File: src/rtl/shift_pkg.sv
// rtl/shift_pkg.sv - shared types and decode constants for the shift issue stage
package shift_pkg;

    typedef enum logic [1:0] {
        SHIFT_SLL = 2'b00,
        SHIFT_SRL = 2'b01,
        SHIFT_SRA = 2'b10
    } shift_mode_e;

    localparam logic [2:0] F3_SLL = 3'b001;
    localparam logic [2:0] F3_SRX = 3'b101;

    typedef struct packed {
        logic [31:0] a;
        logic [4:0]  shamt;
        shift_mode_e mode;
        logic [4:0]  rd;
        logic        illegal;
    } shift_req_t;

endpackage

File: src/rtl/shift_skid_buf.sv
// rtl/shift_skid_buf.sv - valid/ready register stage over shift_req_t
// Ports:
//   i_clk, i_rst_n                   clock, asynchronous active-low reset
//   i_s_tvalid/o_s_tready/i_s_tdata  upstream request stream
//   o_m_tvalid/i_m_tready/o_m_tdata  downstream (registered) stream
// Build option SHIFT_DISPATCH_SKID_EN: adds a skid entry so o_s_tready is a
// flop output; otherwise a single stage with combinational ready.
module shift_skid_buf
    import shift_pkg::*;
(
    input  logic       i_clk,
    input  logic       i_rst_n,
    input  logic       i_s_tvalid,
    output logic       o_s_tready,
    input  shift_req_t i_s_tdata,
    output logic       o_m_tvalid,
    input  logic       i_m_tready,
    output shift_req_t o_m_tdata
);

    logic       main_v_q, main_v_d;
    shift_req_t main_q, main_d;
    logic       out_fire;

    assign out_fire   = main_v_q & i_m_tready;
    assign o_m_tvalid = main_v_q;
    assign o_m_tdata  = main_q;

`ifdef SHIFT_DISPATCH_SKID_EN
    logic       skid_v_q, skid_v_d;
    shift_req_t skid_q, skid_d;
    logic       in_fire;

    // Ready only depends on skid occupancy, so no i_m_tready -> o_s_tready path.
    assign o_s_tready = ~skid_v_q;
    assign in_fire    = i_s_tvalid & ~skid_v_q;

    always_comb begin
        main_v_d = main_v_q;
        main_d   = main_q;
        skid_v_d = skid_v_q;
        skid_d   = skid_q;
        if (!main_v_q || out_fire) begin
            if (skid_v_q) begin
                // Older skid entry goes first; input is blocked while skid is full.
                main_d   = skid_q;
                main_v_d = 1'b1;
                skid_v_d = 1'b0;
            end else begin
                main_v_d = in_fire;
                if (in_fire) begin
                    main_d = i_s_tdata;
                end
            end
        end else if (in_fire) begin
            // Main is stalled: park the new request in the skid entry.
            skid_d   = i_s_tdata;
            skid_v_d = 1'b1;
        end
    end

    always_ff @(posedge i_clk or negedge i_rst_n) begin
        if (!i_rst_n) begin
            skid_v_q <= 1'b0;
            skid_q   <= '0;
        end else begin
            skid_v_q <= skid_v_d;
            skid_q   <= skid_d;
        end
    end
`else
    assign o_s_tready = ~main_v_q | i_m_tready;

    always_comb begin
        main_v_d = main_v_q;
        main_d   = main_q;
        if (o_s_tready) begin
            main_v_d = i_s_tvalid;
            if (i_s_tvalid) begin
                main_d = i_s_tdata;
            end
        end
    end
`endif

    always_ff @(posedge i_clk or negedge i_rst_n) begin
        if (!i_rst_n) begin
            main_v_q <= 1'b0;
            main_q   <= '0;
        end else begin
            main_v_q <= main_v_d;
            main_q   <= main_d;
        end
    end

endmodule

File: src/rtl/shift_dispatch.sv
// rtl/shift_dispatch.sv - decode-and-issue stage feeding the 32-bit barrel shifter
// Ports:
//   i_clk, i_rst_n                 clock, asynchronous active-low reset
//   i_valid/o_ready                request handshake
//   i_funct3, i_funct7_5, i_is_imm instruction decode fields
//   i_rs1, i_rs2, i_imm_shamt      operand, register and immediate shift amounts
//   i_rd                           destination tag
//   o_valid/i_ready                issue handshake
//   o_a, o_shamt, o_mode, o_rd     registered shifter inputs and tag
//   o_illegal                      encoding was not a legal shift
//   o_issued_cnt                   count of issue handshakes (wraps)
// Build option SHIFT_DISPATCH_SKID_EN selects the skid-buffered stage.
module shift_dispatch
    import shift_pkg::*;
#(
    parameter int CNT_W = 32
) (
    input  logic             i_clk,
    input  logic             i_rst_n,
    input  logic             i_valid,
    output logic             o_ready,
    input  logic [2:0]       i_funct3,
    input  logic             i_funct7_5,
    input  logic             i_is_imm,
    input  logic [31:0]      i_rs1,
    input  logic [31:0]      i_rs2,
    input  logic [4:0]       i_imm_shamt,
    input  logic [4:0]       i_rd,
    output logic             o_valid,
    input  logic             i_ready,
    output logic [31:0]      o_a,
    output logic [4:0]       o_shamt,
    output logic [1:0]       o_mode,
    output logic [4:0]       o_rd,
    output logic             o_illegal,
    output logic [CNT_W-1:0] o_issued_cnt
);

    shift_req_t       req_d;
    shift_req_t       out_req;
    logic [4:0]       shamt_src;
    logic [CNT_W-1:0] cnt_q, cnt_d;
    logic             unused_rs2_hi;

    // Only rs2[4:0] can change the shift amount.
    assign unused_rs2_hi = ^i_rs2[31:5];
    assign shamt_src     = i_is_imm ? i_imm_shamt : i_rs2[4:0];

    always_comb begin
        req_d         = '0;
        req_d.a       = i_rs1;
        req_d.rd      = i_rd;
        req_d.mode    = SHIFT_SLL;
        req_d.illegal = 1'b0;
        if (i_funct3 == F3_SLL && !i_funct7_5) begin
            req_d.shamt = shamt_src;
        end else if (i_funct3 == F3_SRX) begin
            req_d.shamt = shamt_src;
            req_d.mode  = i_funct7_5 ? SHIFT_SRA : SHIFT_SRL;
        end else begin
            // Still issued so the tag retires; shamt/mode forced to a benign SLL by 0.
            req_d.illegal = 1'b1;
        end
    end

    shift_skid_buf u_buf (
        .i_clk      (i_clk),
        .i_rst_n    (i_rst_n),
        .i_s_tvalid (i_valid),
        .o_s_tready (o_ready),
        .i_s_tdata  (req_d),
        .o_m_tvalid (o_valid),
        .i_m_tready (i_ready),
        .o_m_tdata  (out_req)
    );

    assign o_a       = out_req.a;
    assign o_shamt   = out_req.shamt;
    assign o_mode    = out_req.mode;
    assign o_rd      = out_req.rd;
    assign o_illegal = out_req.illegal;

    assign cnt_d = cnt_q + CNT_W'(o_valid & i_ready);

    always_ff @(posedge i_clk or negedge i_rst_n) begin
        if (!i_rst_n) begin
            cnt_q <= '0;
        end else begin
            cnt_q <= cnt_d;
        end
    end

    assign o_issued_cnt = cnt_q;

endmodule
File: config.mk
export PLATFORM = sky130hd
export DESIGN_NAME = shift_dispatch
export DESIGN_NICKNAME = d
export VERILOG_FILES = /design/src/rtl/shift_pkg.sv /design/src/rtl/shift_skid_buf.sv /design/src/rtl/shift_dispatch.sv
export SDC_FILE = /design/constraint.sdc
export NUM_CORES = 1
export LEC_CHECK = 0
export CAP_MARGIN = 10
export CORE_MARGIN = 1
export CORE_UTILIZATION = 30
export DETAILED_ROUTE_END_ITERATION = 7
export GPL_ROUTABILITY_DRIVEN = 0
export HOLD_SLACK_MARGIN = 0.1
export PLACE_DENSITY_LB_ADDON = 0.12
export SYNTH_ARGS = -nofsm -noshare
export SYNTH_HDL_FRONTEND = slang
export SYNTH_SLANG_ARGS = --single-unit
export TNS_END_PERCENT = 100
File: constraint.sdc
create_clock -name i_clk -period 2.5 [get_ports i_clk]
set_input_delay 0.75 -clock i_clk [delete_from_list [all_inputs] [get_ports i_clk]]
set_output_delay 0.75 -clock i_clk [all_outputs]
set_load 0.05 [all_outputs]
==> results.py <==
metrics = {
    "outcome": {
        "status": "finished, final reports clean",
    },
    "route": {
        "drc": 0,
        "first_iter_violations": 47,
        "first_pass_iters": 4,
        "finalWirelength_um": 7131,
        "viasPerCell": 4.546,
        "ant_nets": 0,
        "post_drt_wl_per_cell_um": 13.53,
        "dr_total_vias": 2396,
    },
    "placed_design": {
        "placed_cells": 511,
        "portBuffers": 134,
        "dpl_cell_area_sq_um": 4818,
        "dp_hpwl_um": 5268,
    },
    "floorplan": {
        "die_h_um": 105.8,
        "dieArea_sq_um": 11190,
        "die_w_um": 105.8,
        "initial_core_util": 0.3115,
        "core_sq_um": 10370,
        "ios": 162,
        "placementRows": 37,
    },
    "pwr": {
        "p_total_w": 0.003820,
        "ir_drop_uv": 512.1,
        "leakagePower_nw": 2.134,
        "power_density_nw_per_um2": 754.0,
    },
    "sta": {
        "period_minus_slack_ns": 2.417,
        "slew-limit-headroom": 0.6440,
        "clock.fmax_mhz": 413.7,
        "rsz0062_at_grt": "no",
        "hold_viol_final": 0,
        "finalMaxSlewViolations": 0,
        "setup_viol": 0,
        "fin_hold_ws_ns": 0.3689,
        "worst_pin_slew_ns": 0.5323,
        "post-route-period-util": 0.9668,
        "fin_skew_ns": 0.01772,
    },
    "cells_and_area": {
        "final_nets": 472,
        "final_common_cell": "clkdlybuf4s50_1",
        "stdcell_area_sq_um": 5066,
        "layout-drive-gt1-share": 0.1816,
        "n_antenna_cell": 0,
        "area_growth_pct": 56.82,
        "mostFrequentLayoutCells": "clkdlybuf4s50_1 (132), dfrtp_1 (78), mux2_2 (37)",
        "final_cell_count_no_fill": 527,
        "utilization": 0.4885,
    },
    "yosys": {
        "mappedNetlistNets": 324,
        "synth-seq-area-share": 0.6042,
        "syn_area_per_cell_sq_um": 13.57,
        "synth_area_sq_um": 3231,
        "syn_inst": 238,
        "synth_seq_cells": 78,
        "ys_warn_count": 0,
        "ys_types": 27,
    },
    "clocking": {
        "cts_tree": "done",
        "cts_sinks": 78,
        "post_cts_buffers": 0,
        "insertion_delay_ns": 0.35,
        "cts_buffers": 9,
        "path_clk_slew_ns": 0.09,
        "htreeDepth": 3,
        "cts_resized": 0,
        "cts.root.buffer_cell": "clkbuf_8",
        "ctsHoldBuffers": 0,
        "cts.path.max_buffers": 2,
    },
    "setup_path": {
        "critPathLaunchType": "flip-flop",
        "cp_max_fo": 7,
        "crit_path_end_kind": "output pin",
        "slowest_delay_ns": 0.85,
        "cp.required_ns": 1.75,
        "crit_chain": "clkdlybuf4s50_1",
        "path_buf_inv": 1,
        "arrival_ns": 1.67,
        "path_class": "reg -> out",
        "slowest_stage": "clkdlybuf4s50_1",
        "cp_top_family": "buffers and inverters",
    },
    "global_route": {
        "grt_start_max_net_pins": 42,
        "grt_usage": 0.1342,
        "grt_remaining_overflow": 0,
        "grt_pass1_wl_um": 11570,
        "grt_antenna_before_repair": 0,
        "grt_pass1_vias": 2443,
    },
    "worst_hold_path": {
        "hold_path.class": "in -> async",
    },
    "job": {
        "drv_cap": 0,
    },
}
-- per-stage QoR --
stage / setup TNS (ns) / worst slack (ns)
floorplan: 0 / 0.2990
global placement: -0.7256 / -0.09791
detailed placement: -0.9255 / -0.1148
CTS: 0 / 0.05272
global route: 0 / 0.01873
finish: 0 / 0.08297
-- Yosys cell counts (all sizes together) --
library cell / number / area share
dfrtp: 78 / 0.60
nor2: 5 / 0.0058
nand3: 16 / 0.025
clkbuf: 1 / 0.0012
nand2: 17 / 0.020
and4: 3 / 0.0081
o21ai: 7 / 0.011
nor2b: 1 / 0.0019
inv: 3 / 0.0035
xor2: 7 / 0.019
and3: 3 / 0.0058
nor4: 5 / 0.024
mux2i: 5 / 0.015
o211ai: 1 / 0.0023
nor3: 2 / 0.0031
buf: 6 / 0.0089
o21a: 1 / 0.0023
or2: 1 / 0.0019
xnor2: 23 / 0.062
ha: 3 / 0.012
nand4: 9 / 0.027
and2: 2 / 0.0039
nand2b: 2 / 0.0039
mux2: 37 / 0.13
-- sequential cells by signal, indices dropped and copies added, names as in the netlist --
name              flops
u_buf.o_m_tvalid      1
u_buf.o_m_tdata      45
o_issued_cnt         32
-- cell type report --
class	instances	area [sq um]
sequential	78	1952
multi-input combinational	150	1236
clock buffer	11	141.4
inverter	3	11.26
tap	136	170.2
timing repair buffer	144	1449
fill	974	5304
clock inverter	5	106.4
-- kinds of logic (layout without fill, tap and decap cells) --
group | Yosys count | after routing | share of synthesized area
XOR/XNOR | 30 | 30 | 0.08133
flip-flops | 78 | 78 | 0.6042
AND/OR/NAND/NOR | 66 | 66 | 0.1294
multiplexers | 42 | 42 | 0.1445
buffers and inverters | 10 | 163 | 0.01355
AO/OA/AOI/OAI | 9 | 9 | 0.01549
adder cells (fa/ha/maj) | 3 | 3 | 0.01162
-- where the power goes --
group / switching, W / internal [W]
sequential: 0.000123 / 0.00140
combinational: 0.000696 / 0.000445
clock: 0.000459 / 0.000693
-- worst paths after layout --
| check | cells after the start | slack [ns] | start | end |
|---|---|---|---|---|
| max | 1 | 0.08 | o_issued_cnt[20]$_DFF_PN0_ | o_issued_cnt[20] |
| min | 1 | 0.37 | i_rst_n | u_buf.o_m_tdata[16]$_DFFE_PN0P_ |
| max reg2reg | 8 | 0.77 | u_buf.o_m_tvalid$_DFFE_PN0N_ | o_issued_cnt[22]$_DFF_PN0_ |
| min reg2reg | 1 | 0.48 | o_issued_cnt[31]$_DFF_PN0_ | o_issued_cnt[31]$_DFF_PN0_ |
| max in group asynchronous | 2 | 1.56 | i_rst_n | u_buf.o_m_tdata[23]$_DFFE_PN0P_ |
| min in group i_clk | 1 | 0.48 | o_issued_cnt[31]$_DFF_PN0_ | o_issued_cnt[31]$_DFF_PN0_ |
-- per-layer routing --
layer	up-vias	global-route usage	routed length (um)
li1	1131	-	-
met1	1169	0.1627	3169
met2	86	0.2021	3207
met3	10	0.05628	638
met4	0	0.07143	116
met5	-	0	0
Note: power is estimated with default switching activity, not from simulation.
